<file path="config.mk">
export PLATFORM = sky130hd
export DESIGN_NAME = hazard_unit
export DESIGN_NICKNAME = d
export VERILOG_FILES = /design/src/rtl/mips_pkg.sv /design/src/rtl/md_sequencer.sv /design/src/rtl/hazard_unit.sv
export SDC_FILE = /design/constraint.sdc
export NUM_CORES = 1
export LEC_CHECK = 0
export ABC_AREA = 1
export CORE_UTILIZATION = 32
export DETAILED_ROUTE_END_ITERATION = 10
export MAX_ROUTING_LAYER = met4
export SLEW_MARGIN = 20
export SYNTH_ARGS = -nofsm -noshare
export SYNTH_HDL_FRONTEND = slang
export SYNTH_SLANG_ARGS = --single-unit
export TNS_END_PERCENT = 1
</file>
<file path="constraint.sdc">
create_clock -name clk -period 2.4 [get_ports clk]
set_clock_uncertainty 0.15 [all_clocks]
set_input_delay 0.48 -clock clk [delete_from_list [all_inputs] [get_ports clk]]
set_output_delay 0.48 -clock clk [all_outputs]
set_load 0.02 [all_outputs]
</file>
<file path="src/rtl/mips_pkg.sv">
// Shared definitions for the MIPS pipeline control blocks: forwarding encodings,
// multiply/divide sequencer states, default latencies and a register-match helper.
package mips_pkg;

    localparam int unsigned REG_W = 5;
    localparam int unsigned CNT_STALL_W = 32;

    localparam logic [1:0] FWD_RF  = 2'b00;
    localparam logic [1:0] FWD_WB  = 2'b01;
    localparam logic [1:0] FWD_MEM = 2'b10;

    localparam int unsigned DEFAULT_MULT_CYCLES = 4;
    localparam int unsigned DEFAULT_DIV_CYCLES  = 32;

    typedef enum logic {
        MD_IDLE,
        MD_BUSY
    } md_state_t;

    // A write to $0 never produces a dependency.
    function automatic logic reg_match(input logic we,
                                       input logic [REG_W-1:0] dst,
                                       input logic [REG_W-1:0] src);
        return we && (src != '0) && (dst == src);
    endfunction

endpackage

</file>
<file path="src/rtl/md_sequencer.sv">
// Multi-cycle MULT/DIV sequencer: tracks the busy window of the unit that owns
// HI/LO and pulses md_done in the cycle the result commits.
module md_sequencer
    import mips_pkg::*;
#(
    parameter int unsigned MULT_CYCLES = DEFAULT_MULT_CYCLES,
    parameter int unsigned DIV_CYCLES  = DEFAULT_DIV_CYCLES
) (
    input  logic clk,
    input  logic rst_n,
    input  logic md_start,
    input  logic md_is_div,
    output logic md_busy,
    output logic md_done
);

    localparam int unsigned MAX_LAT = (MULT_CYCLES > DIV_CYCLES) ? MULT_CYCLES : DIV_CYCLES;
    localparam int unsigned CNT_W   = $clog2(MAX_LAT);

    md_state_t          state_q, state_d;
    logic [CNT_W-1:0]   count_q, count_d;

    always_ff @(posedge clk or negedge rst_n) begin
        if (!rst_n) begin
            state_q <= MD_IDLE;
            count_q <= '0;
        end else begin
            state_q <= state_d;
            count_q <= count_d;
        end
    end

    // Count holds the cycles remaining after the current one; zero marks the commit cycle.
    always_comb begin
        state_d = state_q;
        count_d = count_q;
        md_busy = 1'b0;
        md_done = 1'b0;
        case (state_q)
            MD_IDLE: begin
                if (md_start) begin
                    state_d = MD_BUSY;
                    count_d = md_is_div ? CNT_W'(DIV_CYCLES - 1) : CNT_W'(MULT_CYCLES - 1);
                end
            end
            MD_BUSY: begin
                md_busy = 1'b1;
                if (count_q == '0) begin
                    md_done = 1'b1;
                    state_d = MD_IDLE;
                end else begin
                    count_d = count_q - CNT_W'(1);
                end
            end
            default: state_d = MD_IDLE;
        endcase
    end

    // A new op cannot reach E while HI/LO is busy; if one does, it is dropped.
    md_start_while_busy: assert property (@(posedge clk) disable iff (!rst_n)
                                          !(md_start && (state_q == MD_BUSY)))
        else $error("md_sequencer: MdStart_E asserted while MULT/DIV busy");

endmodule

</file>
<file path="src/rtl/hazard_unit.sv">
// Pipeline hazard controller: forwarding selects, load-use/branch/HI-LO stalls,
// redirect flushes, MULT/DIV sequencing and a saturating stall-cycle counter.
module hazard_unit
    import mips_pkg::*;
#(
    parameter int unsigned MULT_CYCLES = DEFAULT_MULT_CYCLES,
    parameter int unsigned DIV_CYCLES  = DEFAULT_DIV_CYCLES
) (
    input  logic                   clk,
    input  logic                   rst_n,
    input  logic [REG_W-1:0]       Rs_D,
    input  logic [REG_W-1:0]       Rt_D,
    input  logic [REG_W-1:0]       Rs_E,
    input  logic [REG_W-1:0]       Rt_E,
    input  logic [REG_W-1:0]       WriteReg_E,
    input  logic [REG_W-1:0]       WriteReg_M,
    input  logic [REG_W-1:0]       WriteReg_W,
    input  logic                   RegWrite_E,
    input  logic                   RegWrite_M,
    input  logic                   RegWrite_W,
    input  logic                   MemtoReg_E,
    input  logic                   MemtoReg_M,
    input  logic                   Branch_D,
    input  logic                   Jr_D,
    input  logic                   Jump_D,
    input  logic                   BranchTaken_D,
    input  logic                   HiloAccess_D,
    input  logic                   MdStart_E,
    input  logic                   MdIsDiv_E,
    output logic                   StallF,
    output logic                   StallD,
    output logic                   FlushD,
    output logic                   FlushE,
    output logic [1:0]             ForwardAE,
    output logic [1:0]             ForwardBE,
    output logic                   ForwardAD,
    output logic                   ForwardBD,
    output logic                   md_busy,
    output logic                   md_done,
    output logic [CNT_STALL_W-1:0] stall_cycles
);

    logic lwstall, brstall, mdstall, stall;
    logic rs_dep_d, rt_dep_d, redirect_d;

    md_sequencer #(
        .MULT_CYCLES (MULT_CYCLES),
        .DIV_CYCLES  (DIV_CYCLES)
    ) u_md_sequencer (
        .clk       (clk),
        .rst_n     (rst_n),
        .md_start  (MdStart_E),
        .md_is_div (MdIsDiv_E),
        .md_busy   (md_busy),
        .md_done   (md_done)
    );

    // M-stage result is newer than W, so it wins.
    always_comb begin
        ForwardAE = FWD_RF;
        ForwardBE = FWD_RF;
        if (reg_match(RegWrite_M, WriteReg_M, Rs_E))      ForwardAE = FWD_MEM;
        else if (reg_match(RegWrite_W, WriteReg_W, Rs_E)) ForwardAE = FWD_WB;
        if (reg_match(RegWrite_M, WriteReg_M, Rt_E))      ForwardBE = FWD_MEM;
        else if (reg_match(RegWrite_W, WriteReg_W, Rt_E)) ForwardBE = FWD_WB;
    end

    assign ForwardAD = reg_match(RegWrite_M, WriteReg_M, Rs_D);
    assign ForwardBD = reg_match(RegWrite_M, WriteReg_M, Rt_D);

    assign lwstall = MemtoReg_E && (reg_match(1'b1, Rt_E, Rs_D) || reg_match(1'b1, Rt_E, Rt_D));

    // D-stage comparator can only take the M ALU result, not E results or M loads.
    assign rs_dep_d = reg_match(RegWrite_E, WriteReg_E, Rs_D) || reg_match(MemtoReg_M, WriteReg_M, Rs_D);
    assign rt_dep_d = reg_match(RegWrite_E, WriteReg_E, Rt_D) || reg_match(MemtoReg_M, WriteReg_M, Rt_D);
    assign brstall  = ((Branch_D || Jr_D) && rs_dep_d) || (Branch_D && rt_dep_d);

    assign mdstall  = HiloAccess_D && md_busy && !md_done;

    assign stall  = lwstall || brstall || mdstall;
    assign StallF = stall;
    assign StallD = stall;
    assign FlushE = stall;

    assign redirect_d = (BranchTaken_D && Branch_D) || Jump_D || Jr_D;
    assign FlushD     = redirect_d && !stall;

    always_ff @(posedge clk or negedge rst_n) begin
        if (!rst_n) begin
            stall_cycles <= '0;
        end else if (stall && (stall_cycles != '1)) begin
            stall_cycles <= stall_cycles + CNT_STALL_W'(1);
        end
    end

endmodule

</file>
== Word-level counts from Yosys, hierarchy flattened ==
Cells that the tools add are included.

* Flip-flop bits (word level): 38
* Word-level logic and storage cells: 80

* $add $sub $neg: 2
* Equal/unequal tests: 13
* Multiplexer cells: 14
* Bitwise logic cells: 1
* Reductions and logical operators: 47

{| class="wikitable"
|+ Operator list
! kind !! number
|-
| $eq 5x5->1 || 10
|-
| $add 32x1->32 const B || 1
|-
| $ne 32x32->1 const B || 1
|-
| $logic_and 1x1->1 || 30
|-
| $reduce_bool 5->1 || 4
|-
| $mux 5 || 3
|-
| $pmux 5 s2 || 1
|-
| $logic_or 1x1->1 || 9
|-
| $mux 1 || 7
|-
| $logic_not 5->1 || 1
|-
| $sub 5x1->5 const B || 1
|-
| $mux 2 || 2
|-
| $ne 2x2->1 const B || 2
|-
| $logic_not 1->1 || 2
|-
| $pmux 1 s2 || 1
|-
| $reduce_and 2->1 || 1
|-
| $not 1->1 || 1
|}

== Depth between registers and ports, before layout ==
Gate-level depths: netlist of run 1.

* Depth after elaboration: 10
* Gate-level depth with buffers: 13
* Mapped depth without buffers: 13

== Cells and area by module ==
A second synthesis of run 1 with hierarchy kept.

* Cell total of the unflattened synthesis: 500
* Area total of the unflattened synthesis: 3,301.9 µm²

{| class="wikitable"
|+ By module, submodules not included
! module !! instances !! cells an instance !! area each (µm²) !! seq. area each (µm²)
|-
| hazard_unit || 1 || 456 || 2,950.3 || 800.8
|-
| md_sequencer || 1 || 44 || 351.6 || 150.1
|}

== Worst setup path before layout of run 1 ==
Ideal clock, no wire load.

* Kind: input to output
* From: input port WriteReg_M[4]
* To: output port ForwardBE[0]
* Arrival time: 1,932 ps
* Data required time: 1,770 ps
* Setup slack: -162 ps
* Cell stages on the path: 6
* Path through: clkbuf_1 > o22ai_1 > nor2_1 > nand3_1 > nor4_1 > nor2_1

* Longest elaborated chain between the ends: 3

{| class="wikitable"
|+ RTL lines
! what !! RTL line !! RTL
|-
| start: declaration || hazard_unit.sv:16 || <nowiki>input logic [REG_W-1:0] WriteReg_M,</nowiki>
|-
| $eq 5x5->1 || mips_pkg.sv:24 || <nowiki>return we && (src != '0) && (dst == src);</nowiki>
|-
| $logic_and 1x1->1 || mips_pkg.sv:24 ||
|-
| $mux 2 || hazard_unit.sv:64 || <nowiki>if (reg_match(RegWrite_M, WriteReg_M, Rt_E)) ForwardBE = FWD_MEM;</nowiki>
|-
| end: declaration || hazard_unit.sv:35 || <nowiki>output logic [1:0] ForwardBE,</nowiki>
|}

Every way passes these cells.

== Final worst setup path of run 1 ==
* From: input port WriteReg_W[0]
* To: output port ForwardBE[0]

* Longest elaborated chain between the ends: 4

{| class="wikitable"
|+ RTL lines
! what !! RTL line !! RTL
|-
| start: declaration || hazard_unit.sv:17 || <nowiki>input logic [REG_W-1:0] WriteReg_W,</nowiki>
|-
| $eq 5x5->1 || mips_pkg.sv:24 ||
|-
| $logic_and 1x1->1 || mips_pkg.sv:24 ||
|-
| $mux 1 || hazard_unit.sv:65 || <nowiki>else if (reg_match(RegWrite_W, WriteReg_W, Rt_E)) ForwardBE = FWD_WB;</nowiki>
|-
| $mux 2 || hazard_unit.sv:64 ||
|}

Every way passes these cells.

==> summary.log, run 1 <==
qor: layout.nFillCells 1,023
qor: grt.first_global_vias 3,348
qor: sta.setup_viol 0
qor: sta.slew_violations 0
qor: sta.fin_crit_sh 96.6%
qor: clock_tree.clock-sinks 38
qor: setup_path.critPathLaunch WriteReg_W[0]
qor: floorplan.core_region_area 0.00982 mm^2
qor: clock_tree.cts_inserted_buffers 5
qor: layout.fin_nets 672
qor: grt.grt_pass1_wl 15,700 um
qor: synth.post_syn_nets 542
qor: setup_path.worst-endpoint-arrival 1690 ps
qor: setup_path.cp-end-kind output port
qor: synth.post_synth_xor_area_fraction 16.1%
qor: setup_path.timing.rr.end stall_cycles[1]$_DFFE_PN0P_
qor: setup_path.critical_path.cell_chain dlygate4sd2_1, xnor2_1, o21ai_0, nor4_1, o2111ai_1, nor2_1, buf_4
qor: power.irDropWorstVdd 267 uV
qor: drt.drt-wirelength-per-cell 13.0 um
qor: setup_path.reg2reg_setup_slack 310 ps
qor: drt.dr_total_vias 3,552
qor: placement.dp_worst_setup_slack -790 ps
qor: synth.synth_seq_cells 38
qor: min_path.min-delay-path-class input pin to asynchronous set/reset pin
qor: layout.num_antenna_cells 0
qor: synth.netlist_instances 490
qor: floorplan.io_pins 93
qor: drt.antenna_left 0
qor: synth.syn-cell-area 0.00327 mm^2
qor: grt.pin_count_of_the_biggest_net_entering_global_routing 39
qor: drt.avgViaCountPerCell 4.71
qor: setup_path.critical_path.startpoint_type input pin
qor: clock_tree.tritoncts done
qor: setup_path.timing_worst_setup_path_type input pin to output port
qor: run.timing.max_cap.violations 0
qor: setup_path.data_required_time_of_the_critical_path 1770 ps
qor: synth.yosysWarnings 0
qor: layout.syn_to_final_growth 42.8%
qor: floorplan.initial_utilization 33.3%
qor: setup_path.worst-path-max-fanout 2
qor: clock_tree.cts-root-to-sink-buffers 2
qor: setup_path.crit_path_max_incr_delay 320 ps
qor: grt.grt_util_all_layers 19.6%
qor: clock_tree.h-tree-depth 2
qor: status.run_status finished, final reports clean
qor: placement.placedCellCount 742
qor: floorplan.floorplan.rows 36
qor: sta.timing.final.crit_period 2320 ps
qor: power.power 2520 uW
qor: drt.drt_drc_violations_left 0
qor: sta.tightestPinTransition 541 ps
qor: layout.post-route-cell-area 0.00466 mm^2
qor: power.pwr_density_cell 540 mW/mm^2
qor: placement.port-buffer-count 92
qor: drt.first_iter_violations 166
qor: placement.gpl.final_weighted_congestion 0.967
qor: setup_path.critPathSlowestCell nor4_1
qor: placement.hpwlAfterDp 8030 um
qor: placement.dpl_cell_area 0.00458 mm^2
qor: setup_path.reg2reg_depth 12
qor: floorplan.die_area 0.0106 mm^2
qor: synth.post_synth_and_or_nand_nor_area_fraction 38.8%
qor: synth.postSynthAreaPerCell 6.67 um^2
qor: sta.worst_slew_margin_rel 63.9%
qor: drt.total_iterations_of_the_first_detailed_routing_run 4
qor: floorplan.die_h 103 um
qor: grt.grt_antenna_before_repair 0
qor: floorplan.die_w 103 um
qor: setup_path.crit-reg2reg-launch stall_cycles[0]$_DFFE_PN0P_
qor: drt.drt_wl_total 9830 um
qor: power.total_leakage_power 0.00233 uW
qor: synth.main_combinational_cell_family_by_area_after_synthesis simple AND/OR/NAND/NOR gates
qor: clock_tree.cts.reportedPaths.clkPinSlew 80 ps
qor: clock_tree.quantity_of_hold_fixing_buffers_added_after_cts 0
qor: synth.yosys-mux-area-fraction 0%
qor: sta.report.final.hold_viol_count 0
qor: layout.final_util 47.5%
qor: sta.layout_setup_ws 80.8 ps
qor: layout.layout.cells.non_filler 754
qor: sta.fmax 431 MHz
qor: synth.post_synth_fa_ha_maj_area_fraction 1.15%
qor: synth.synth_compound_gate_area_share 5.74%
qor: synth.synth.yosys.seq_area_share 29.1%
qor: clock_tree.cts_root_buffer clkbuf_8
qor: clock_tree.clkLatencyLatePin 290 ps
qor: grt.grt.overflow.total 0
qor: synth.post_synth_num_cell_types 30
qor: layout.drive_above_1_share 18.5%
-- Yosys cell counts, drive strengths merged --
master	n	area, um^2
nor3	17	85.1
a21oi	11	58.8
nand2	150	573
xnor2	23	201
buf	12	83.8
ha	3	37.5
nand3	46	248
dfrtp	38	951
inv	52	195
nor4	5	31.3
nand4	14	87.6
a22oi	4	30.0
clkbuf	4	18.8
nor2	55	229
xor2	37	324
or2	1	6.26
nand3b	1	7.51
o22ai	5	31.3
o2111ai	2	17.5
o21ai	10	50.1
-- cells in the final DEF (no fill, tap or decap), types with 2 or more instances in the layout --
cell type and n:
clkbuf_2 20, o21ai_1 3, nor3_1 16, nor2_1 47, inv_1 47, clkbuf_8 6, nor4_1 3, buf_4 46
xor2_1 37, a22oi_1 4, xnor2_1 22, clkdlybuf4s50_1 44, a21oi_2 4, dlymetal6s2s_1 7, nand4_1 14, nand2_2 2
nand2_1 147, buf_6 7, o21ai_0 7, ha_1 2, nand3_1 43, buf_2 6, nor2_4 3, nor2_2 5
inv_2 5, o22ai_1 5, dlygate4sd2_1 7, o2111ai_1 2, dfrtp_1 38, nand3_2 2, a21oi_1 7
-- worst max-delay path by stage --
stage / end
floorplan: FlushD
global placement: ForwardBE[1]
detailed placement: FlushE
CTS: ForwardBE[0]
global route: StallD
finish: ForwardBE[0]
-- registers in the layout, summed over array words and instances (netlist names) --
name and flops:
stall_cycles 32, u_md_sequencer.state_q 1, u_md_sequencer.count_q 5
-- logic make-up (layout without fill, tap and decap cells) --
logic type / after synthesis / after routing
AND/OR/NAND/NOR: 289 / 289
AO/OA/AOI/OAI: 32 / 32
adder cells (fa/ha/maj): 3 / 3
flip-flops: 38 / 38
buffers and inverters: 68 / 199
XOR/XNOR: 60 / 60
-- cell type report --
class                      instances  area (um^2)  share of cell area (%)
multi-input combinational        384         2100                    44.9
tap                              133          166                    3.57
clock inverter                     1         5.00                   0.107
inverter                          52          195                    4.18
clock buffer                       7         86.3                    1.85
sequential                        38          951                    20.4
timing repair buffer             139         1160                    25.0
-- worst max-delay path, delay by kind of cell --
| family | cells | cell delay [ps] |
|---|---|---|
| buffers and inverters | 2 | 400 |
| XOR/XNOR | 1 | 140 |
| AND/OR/NAND/NOR | 2 | 430 |
| AO/OA/AOI/OAI | 2 | 240 |
-- stage by stage --
stage / setup TNS, ps / hold slack, ps
2_1_floorplan: -178 / 34.4
3_3_place_gp: -23370 / 400
3_5_place_dp: -24130 / 409
4_1_cts: -312 / 97.1
5_1_grt: -13.6 / 129
6_report: 0 / 88.4
-- report_power, final --
group          switching, uW  internal [uW]
clock                    221            232
sequential              77.9            738
combinational            691            560
-- routing by layer --
metal | routed length [um] | vias up | global-route usage, %
li1 | - | 1828 | -
met5 | 0 | - | -
met1 | 4380 | 1600 | 23.8
met4 | 337 | 0 | 9.32
met3 | 434 | 22 | 2.31
met2 | 4680 | 102 | 32.4
-- repair_timing --
action / CTS / global route
gates resized for setup: 97 / 65
setup endpoints to repair: 43 / 42
buffers inserted: 2 / 2
pin swaps: 11 / 20
Note: power is estimated with default switching activity, not from simulation.
==> inputs of run 2 (changes only) <==
- CORE_MARGIN: not set -> 2
- SKIP_LAST_GASP: not set -> 1
==> run 2 against run 1 <==
Effect of this change:
- the run now ends with setup timing left
- non-clock buffer count is 8 higher
- sequential cell count unchanged
- combinational power is 6% lower
- total power rose by 1.9%
- critical path type unchanged
==> summary.log, run 2 (synthesis gave the netlist of run 1 again) <==
qor: sta.fmax 413 MHz [-4.2%]
qor: clock_tree.quantity_of_hold_fixing_buffers_added_after_cts 0 [unchanged]
qor: drt.avgViaCountPerCell 4.74 [+0.59%]
qor: drt.drt_wl_total 10,200 um [+3.6%]
qor: status.run_status finished with violations
qor: power.total_leakage_power 0.00239 uW [+2.7%]
qor: sta.report.final.hold_viol_count 0 [unchanged]
qor: run.timing.max_cap.violations 0 [unchanged]
qor: setup_path.critical_path.cell_chain dlygate4sd2_1, buf_4, xor2_1, nor2_1, nand4_1, nand2_1, nand2_1, nand3_2, buf_6, buf_6
qor: floorplan.die_w 105 um [+1.9%]
qor: setup_path.data_required_time_of_the_critical_path 1770 ps [about the same]
qor: setup_path.worst-endpoint-arrival 1790 ps [+100 ps]
qor: power.clock_power_share 21.7% [+3.7 points]
qor: sta.setup_viol 5 [+5]
qor: power.pwr_density_cell 533 mW/mm^2 [-1.3%]
qor: setup_path.crit_buf_inv 4 [+2]
qor: setup_path.crit_family buffers and inverters
qor: layout.layout_common_cells nand2_1, buf_4, nor2_1
qor: power.combPwrFrac 46.0% [-3.7 points]
qor: clock_tree.clkLatencyLatePin 290 ps [about the same]
qor: drt.drt_drc_violations_left 0 [unchanged]
qor: sta.tightestPinTransition 534 ps [-6.77 ps]
qor: sta.layout_setup_ws -22.1 ps [-103 ps]
qor: setup_path.critPathSlowestCell dlygate4sd2_1
qor: sta.setup_total_negative_slack -91.1 ps [-91.1 ps]
qor: layout.drive_above_1_share 16.7% [-1.8 points]
qor: placement.hpwlAfterDp 8150 um [+1.5%]
qor: clock_tree.tritoncts done
qor: setup_path.worst-path-max-fanout 4 [+2]
qor: setup_path.crit_path_max_incr_delay 290 ps [-30 ps]
qor: layout.layout.cells.non_filler 761 [+0.93%]
qor: drt.drt-wirelength-per-cell 13.4 um [+2.7%]
qor: setup_path.cp-end-kind output port
qor: drt.first_iter_violations 143 [-14%]
qor: drt.antenna_left 0 [unchanged]
qor: placement.gpl.final_weighted_congestion 0.907 [-6.2%]
qor: power.internal_power 1600 uW [+4.4%]
qor: layout.largest_register_ff_count 32 [unchanged]
qor: clock_tree.cts-root-to-sink-buffers 2 [unchanged]
qor: grt.grt_util_all_layers 19.4% [-0.20 points]
qor: floorplan.die_area 0.0110 mm^2 [+3.9%]
qor: power.power.switching_fraction 37.8% [-1.5 points]
qor: floorplan.io_pins 93 [unchanged]
qor: status.failed_checks setup timing
qor: grt.pin_count_of_the_biggest_net_entering_global_routing 39 [unchanged]
qor: sta.hold_slack 83.0 ps [-5.42 ps]
qor: drt.total_iterations_of_the_first_detailed_routing_run 5 [+1]
qor: grt.grt_pass1_wl 17,100 um [+8.9%]
qor: floorplan.floorplan.rows 36 [unchanged]
qor: grt.first_global_vias 3,599 [+7.5%]
qor: layout.num_antenna_cells 0 [unchanged]
qor: sta.rsz0062_at_grt true
qor: sta.timing.final.crit_period 2420 ps [+103 ps]
qor: setup_path.critical_path.startpoint_type input pin
qor: power.power_spent_charging_and_discharging_nets 971 uW [-1.9%]
qor: min_path.min-delay-path-class input pin to asynchronous set/reset pin
qor: setup_path.timing_worst_setup_path_type input pin to output port
qor: floorplan.core_region_area 0.00986 mm^2 [+0.46%]
qor: placement.placedCellCount 748 [+0.81%]
qor: layout.biggestRegsByFlops stall_cycles: 32 flops, u_md_sequencer.count_q: 5 flops, u_md_sequencer.state_q: 1 flops
qor: layout.syn_to_final_growth 47.4%
qor: grt.grt.overflow.total 0 [unchanged]
qor: sta.slew_violations 0 [unchanged]
qor: floorplan.die_h 105 um [+1.9%]
qor: placement.port-buffer-count 92 [unchanged]
qor: sta.fin_crit_sh 101% [+4.3 points]
qor: sta.worst_slew_margin_rel 64.4% [+0.45 points]
qor: clock_tree.cts.reportedPaths.clkPinSlew 70 ps [about the same]
qor: layout.layout.cells.most_common nand2_1
qor: grt.grt_antenna_before_repair 0 [unchanged]
qor: clock_tree.clock-sinks 38 [unchanged]
qor: power.pwr-share-seq 32.3% [about the same]
qor: drt.dr_total_vias 3,606 [+1.5%]
qor: layout.regArea 951 um^2 [unchanged]
qor: clock_tree.cts_root_buffer clkbuf_8
qor: clock_tree.h-tree-depth 2 [unchanged]
qor: layout.nFillCells 972 [-5.0%]
qor: layout.fin_nets 680 [+1.2%]
qor: power.irDropWorstVdd 203 uV [-24%]
qor: layout.register_with_the_most_flip_flops stall_cycles
qor: layout.multiInputGateArea 0.00209 mm^2 [-0.12%]
qor: floorplan.initial_utilization 33.1% [-0.15 points]
qor: clock_tree.cts_inserted_buffers 5 [unchanged]
==> run 2: timing repair <==
action                     in CTS  in global routing
resized for setup              99                 29
setup endpoints to repair      43                 41
pin swaps                      12                 17
setup buffers                   4                  2
==> run 2: worst reg2reg max path: stages (launching register included) <==
cell	delay, ps
dfrtp_1	440
ha_1	230
nand2_1	100
nor2_4	110
nand2_2	110
nor2_4	100
nand2_1	90
nor2_4	130
nand3_4	140
nand2_4	110
buf_4	220
nand2_1	80
nand2_1	60
==> run 2: power groups by stage <==
stage	Sequential, uW	Clock [uW]	Combinational [uW]
4_1_cts	832	569	1160
3_3_place_gp	841	0	1140
3_5_place_dp	843	0	1170
5_1_grt	846	603	1310
6_report	831	557	1180
2_1_floorplan	884	0	625
==> run 2: cell type report <==
class	instances	area share, %
Sequential cell	38	19.7
Inverter	52	4.05
Clock buffer	6	1.71
Multi-Input combinational cell	384	43.5
Clock inverter	1	0.624
Tap cell	133	3.46
Timing Repair Buffer	147	26.9
==> run 2: metrics by stage <==
| stage | setup WS, ps | total power (uW) | utilization, % | cell area, um^2 |
|---|---|---|---|---|
| after floorplan | -109 | 1510 | - | 3270 |
| after global placement | -723 | 1980 | 46.8 | 4620 |
| after detailed placement | -811 | 2010 | 46.8 | 4620 |
| after CTS | -51.4 | 2560 | 48.2 | 4750 |
| after global routing | -91.2 | 2750 | 48.8 | 4820 |
| final | -22.1 | 2570 | 48.8 | 4820 |
==> run 2: layer usage <==
layer / vias to the layer above / GRT usage [%] / part of all wire [%]
met1: 1634 / 23.1 / 44
met5: - / - / 0
met3: 16 / 2.87 / 4.2
met4: 0 / 5.52 / 1.6
li1: 1848 / - / -
met2: 108 / 34.0 / 50
==> run 2: path summary, 6_finish.rpt <==
check,from,to,slack [ps],cells past startpoint
worst max-delay path,Rt_D[2],StallD,-20,10
worst min-delay path,rst_n,stall_cycles[17]$_DFFE_PN0P_,80,2
worst max register to register,stall_cycles[1]$_DFFE_PN0P_,stall_cycles[30]$_DFFE_PN0P_,260,12
worst min register to register,stall_cycles[18]$_DFFE_PN0P_,stall_cycles[18]$_DFFE_PN0P_,410,2
max in group asynchronous,rst_n,stall_cycles[30]$_DFFE_PN0P_,1680,2
min in group clk,stall_cycles[18]$_DFFE_PN0P_,stall_cycles[18]$_DFFE_PN0P_,410,2
==> inputs of run 3 (changes only) <==
- CAP_MARGIN: not set -> 10
- GPL_ROUTABILITY_DRIVEN: not set -> 0
- clock period: 2.4 -> 2.6 ns (I/O delays scaled with it)
==> run 3 against run 2 <==
Effect of this change:
- the run now ends clean
- sequential share of layout area increased by 0.79 points
- sequential power decreased by 7.2%
- setup slack improved by 22 ps
- total power decreased by 14%
- utilization decreased by 1.9 points
==> summary.log, run 3 (synthesis gave the netlist of run 1 again) <==
qor: clock_tree.quantity_of_hold_fixing_buffers_added_after_cts 0 [unchanged]
qor: setup_path.crit_path_max_incr_delay 500 ps [+210 ps]
qor: clock_tree.h-tree-depth 2 [unchanged]
qor: drt.avgViaCountPerCell 4.74 [about the same]
qor: layout.final_util 46.9% [-1.9 points]
qor: clock_tree.cts-root-to-sink-buffers 2 [unchanged]
qor: layout.multiInputGateArea 0.00205 mm^2 [-2.3%]
qor: clock_tree.cts.reportedPaths.clkPinSlew 70 ps [about the same]
qor: power.pwr-share-seq 35.0% [+2.7 points]
qor: drt.drt_drc_violations_left 0 [unchanged]
qor: sta.rsz0062_at_grt true
qor: setup_path.critPathMostFrequentCell nand2_1
qor: setup_path.timing_worst_setup_path_type input pin to output port
qor: drt.drt-wirelength-per-cell 12.8 um [-4.4%]
qor: drt.dr_total_vias 3,548 [-1.6%]
qor: floorplan.floorplan.rows 36 [unchanged]
qor: setup_path.cp-end-kind output port
qor: layout.register_with_the_most_flip_flops stall_cycles
qor: sta.worst_slew_margin_rel 44.2% [-20 points]
qor: floorplan.core_region_area 0.00986 mm^2 [unchanged]
qor: layout.num_antenna_cells 0 [unchanged]
qor: floorplan.die_h 105 um [unchanged]
qor: clock_tree.cts_inserted_buffers 5 [unchanged]
qor: power.pwr_density_cell 477 mW/mm^2 [-11%]
qor: placement.hpwlAfterDp 7880 um [-3.3%]
qor: setup_path.critical_path.startpoint_type input pin
qor: drt.antenna_left 0 [unchanged]
qor: layout.layout.cells.most_common nand2_1
qor: power.clock_power_share 18.9% [-2.8 points]
qor: setup_path.worst-endpoint-arrival 1930 ps [+140 ps]
qor: layout.syn_to_final_growth 41.7%
qor: layout.nFillCells 1,014 [+4.3%]
qor: sta.slew_violations 0 [unchanged]
qor: power.internal_power 1340 uW [-16%]
qor: layout.post-route-cell-area 0.00463 mm^2 [-3.8%]
qor: layout.fin_nets 667 [-1.9%]
qor: power.total_leakage_power 0.00225 uW [-5.8%]
qor: layout.biggestRegsByFlops stall_cycles: 32 flops, u_md_sequencer.count_q: 5 flops, u_md_sequencer.state_q: 1 flops
qor: clock_tree.cts_root_buffer clkbuf_8
qor: power.power.switching_fraction 39.2% [+1.3 points]
qor: floorplan.initial_utilization 33.1% [unchanged]
qor: drt.total_iterations_of_the_first_detailed_routing_run 4 [-1]
qor: floorplan.io_pins 93 [unchanged]
qor: setup_path.worst-path-max-fanout 4 [unchanged]
qor: placement.port-buffer-count 92 [unchanged]
qor: run.timing.max_cap.violations 0 [unchanged]
qor: setup_path.critical_path.cell_chain clkdlybuf4s50_1, inv_1, nand2_1, a21oi_2, nand4_1, nand2_1, nand2_1, nand3_2, buf_12, buf_4
qor: floorplan.die_w 105 um [unchanged]
qor: placement.dpl_cell_area 0.00457 mm^2 [-1.0%]
qor: setup_path.critPathSlowestCell clkdlybuf4s50_1
qor: setup_path.data_required_time_of_the_critical_path 1930 ps [+160 ps]
qor: grt.grt_antenna_before_repair 0 [unchanged]
qor: min_path.min-delay-path-class input pin to asynchronous set/reset pin
qor: sta.tightestPinTransition 837 ps [+303 ps]
qor: power.power_spent_charging_and_discharging_nets 864 uW [-11%]
qor: clock_tree.tritoncts done
qor: grt.pin_count_of_the_biggest_net_entering_global_routing 39 [unchanged]
qor: drt.drt_wl_total 9580 um [-5.9%]
qor: layout.drive_above_1_share 12.5% [-4.2 points]
qor: layout.regArea 951 um^2 [unchanged]
qor: layout.layout_common_cells nand2_1, clkdlybuf4s50_1, nor2_1
qor: setup_path.crit_buf_inv 4 [unchanged]
qor: power.irDropWorstVdd 216 uV [+6.4%]
qor: layout.largest_register_ff_count 32 [unchanged]
qor: power.combPwrFrac 46.1% [about the same]
qor: drt.first_iter_violations 166 [+16%]
qor: clock_tree.clock-sinks 38 [unchanged]
qor: sta.setup_viol 0 [-5]
qor: grt.first_global_vias 3,486 [-3.1%]
qor: grt.grt_util_all_layers 18.6% [-0.81 points]
qor: sta.report.final.hold_viol_count 0 [unchanged]
qor: grt.grt.overflow.total 0 [unchanged]
qor: setup_path.crit_family buffers and inverters
qor: grt.grt_pass1_wl 16,400 um [-4.1%]
qor: status.run_status finished, final reports clean
qor: floorplan.die_area 0.0110 mm^2 [unchanged]
qor: sta.fmax 385 MHz
qor: sta.timing.final.crit_period 2600 ps
qor: clock_tree.clkLatencyLatePin 290 ps [about the same]
qor: sta.fin_crit_sh 100%
-- run 3: changes by cell type in the layout (fill, tap and decap cells not counted), moves of 2 or more --
cell and change:
clkdlybuf4s50_1 +13, nor3_1 +3, nor3_2 -3, inv_1 +2
dlymetal6s2s_1 -5, buf_4 -8, nor4_2 +2, clkdlybuf4s15_2 -3
clkdlybuf4s15_1 -3, buf_6 -7, inv_2 -2, nor4_4 -2
-- run 3: final timing paths --
path	slack, ps	end	cells after the start	start
min in group clk	350	u_md_sequencer.count_q[0]$_DFFE_PN0P_	1	u_md_sequencer.count_q[0]$_DFFE_PN0P_
worst max register to register	340	stall_cycles[4]$_DFFE_PN0P_	12	stall_cycles[1]$_DFFE_PN0P_
worst min register to register	350	u_md_sequencer.count_q[0]$_DFFE_PN0P_	1	u_md_sequencer.count_q[0]$_DFFE_PN0P_
worst min-delay path	190	u_md_sequencer.count_q[3]$_DFFE_PN0P_	1	rst_n
worst max-delay path	0.3	FlushE	10	WriteReg_E[4]
max in group asynchronous	1590	stall_cycles[4]$_DFFE_PN0P_	1	rst_n
-- run 3: power groups by stage --
| stage | Sequential [uW] | Combinational [uW] | Clock [uW] |
|---|---|---|---|
| 2_1_floorplan | 816 | 577 | 0 |
| 3_3_place_gp | 782 | 1020 | 0 |
| 3_5_place_dp | 781 | 1040 | 0 |
| 4_1_cts | 771 | 1020 | 432 |
| 5_1_grt | 786 | 1130 | 461 |
| 6_report | 771 | 1020 | 417 |
-- run 3: layout make-up --
cell class / instances / area share [%]
Clock inverter: 1 / 0.108
Inverter: 52 / 4.22
Timing Repair Buffer: 134 / 25.5
Tap cell: 133 / 3.59
Clock buffer: 7 / 1.86
Multi-Input combinational cell: 384 / 44.2
Sequential cell: 38 / 20.5
-- run 3: per-stage QoR --
step | hold WS, ps | setup WS, ps | total power, uW | cells | setup TNS, ps
4_1_cts | 216 | -21.5 | 2220 | 749 | -46.9
3_5_place_dp | 343 | -659 | 1820 | 740 | -17660
6_report | 186 | 0.276 | 2210 | 749 | 0
5_1_grt | 253 | -96.7 | 2380 | 749 | -1370
2_1_floorplan | 74.4 | 10.6 | 1390 | 490 | 0
3_3_place_gp | 340 | -630 | 1800 | 740 | -16360
-- run 3: layer usage --
layer	track usage [%]	vias up	part of all wire (%)	wire, um
li1	-	1822	-	-
met1	23.9	1610	46	4440
met2	31.0	102	49	4650
met3	1.62	14	3.4	323
met4	5.81	0	1.7	164
met5	-	-	0	0
-- run 3: repair_timing --
item / CTS / global route
pin swaps: 6 / 7
resized for setup: 69 / 10
endpoints found under the setup margin: 41 / 40
setup buffers: 1 / 0
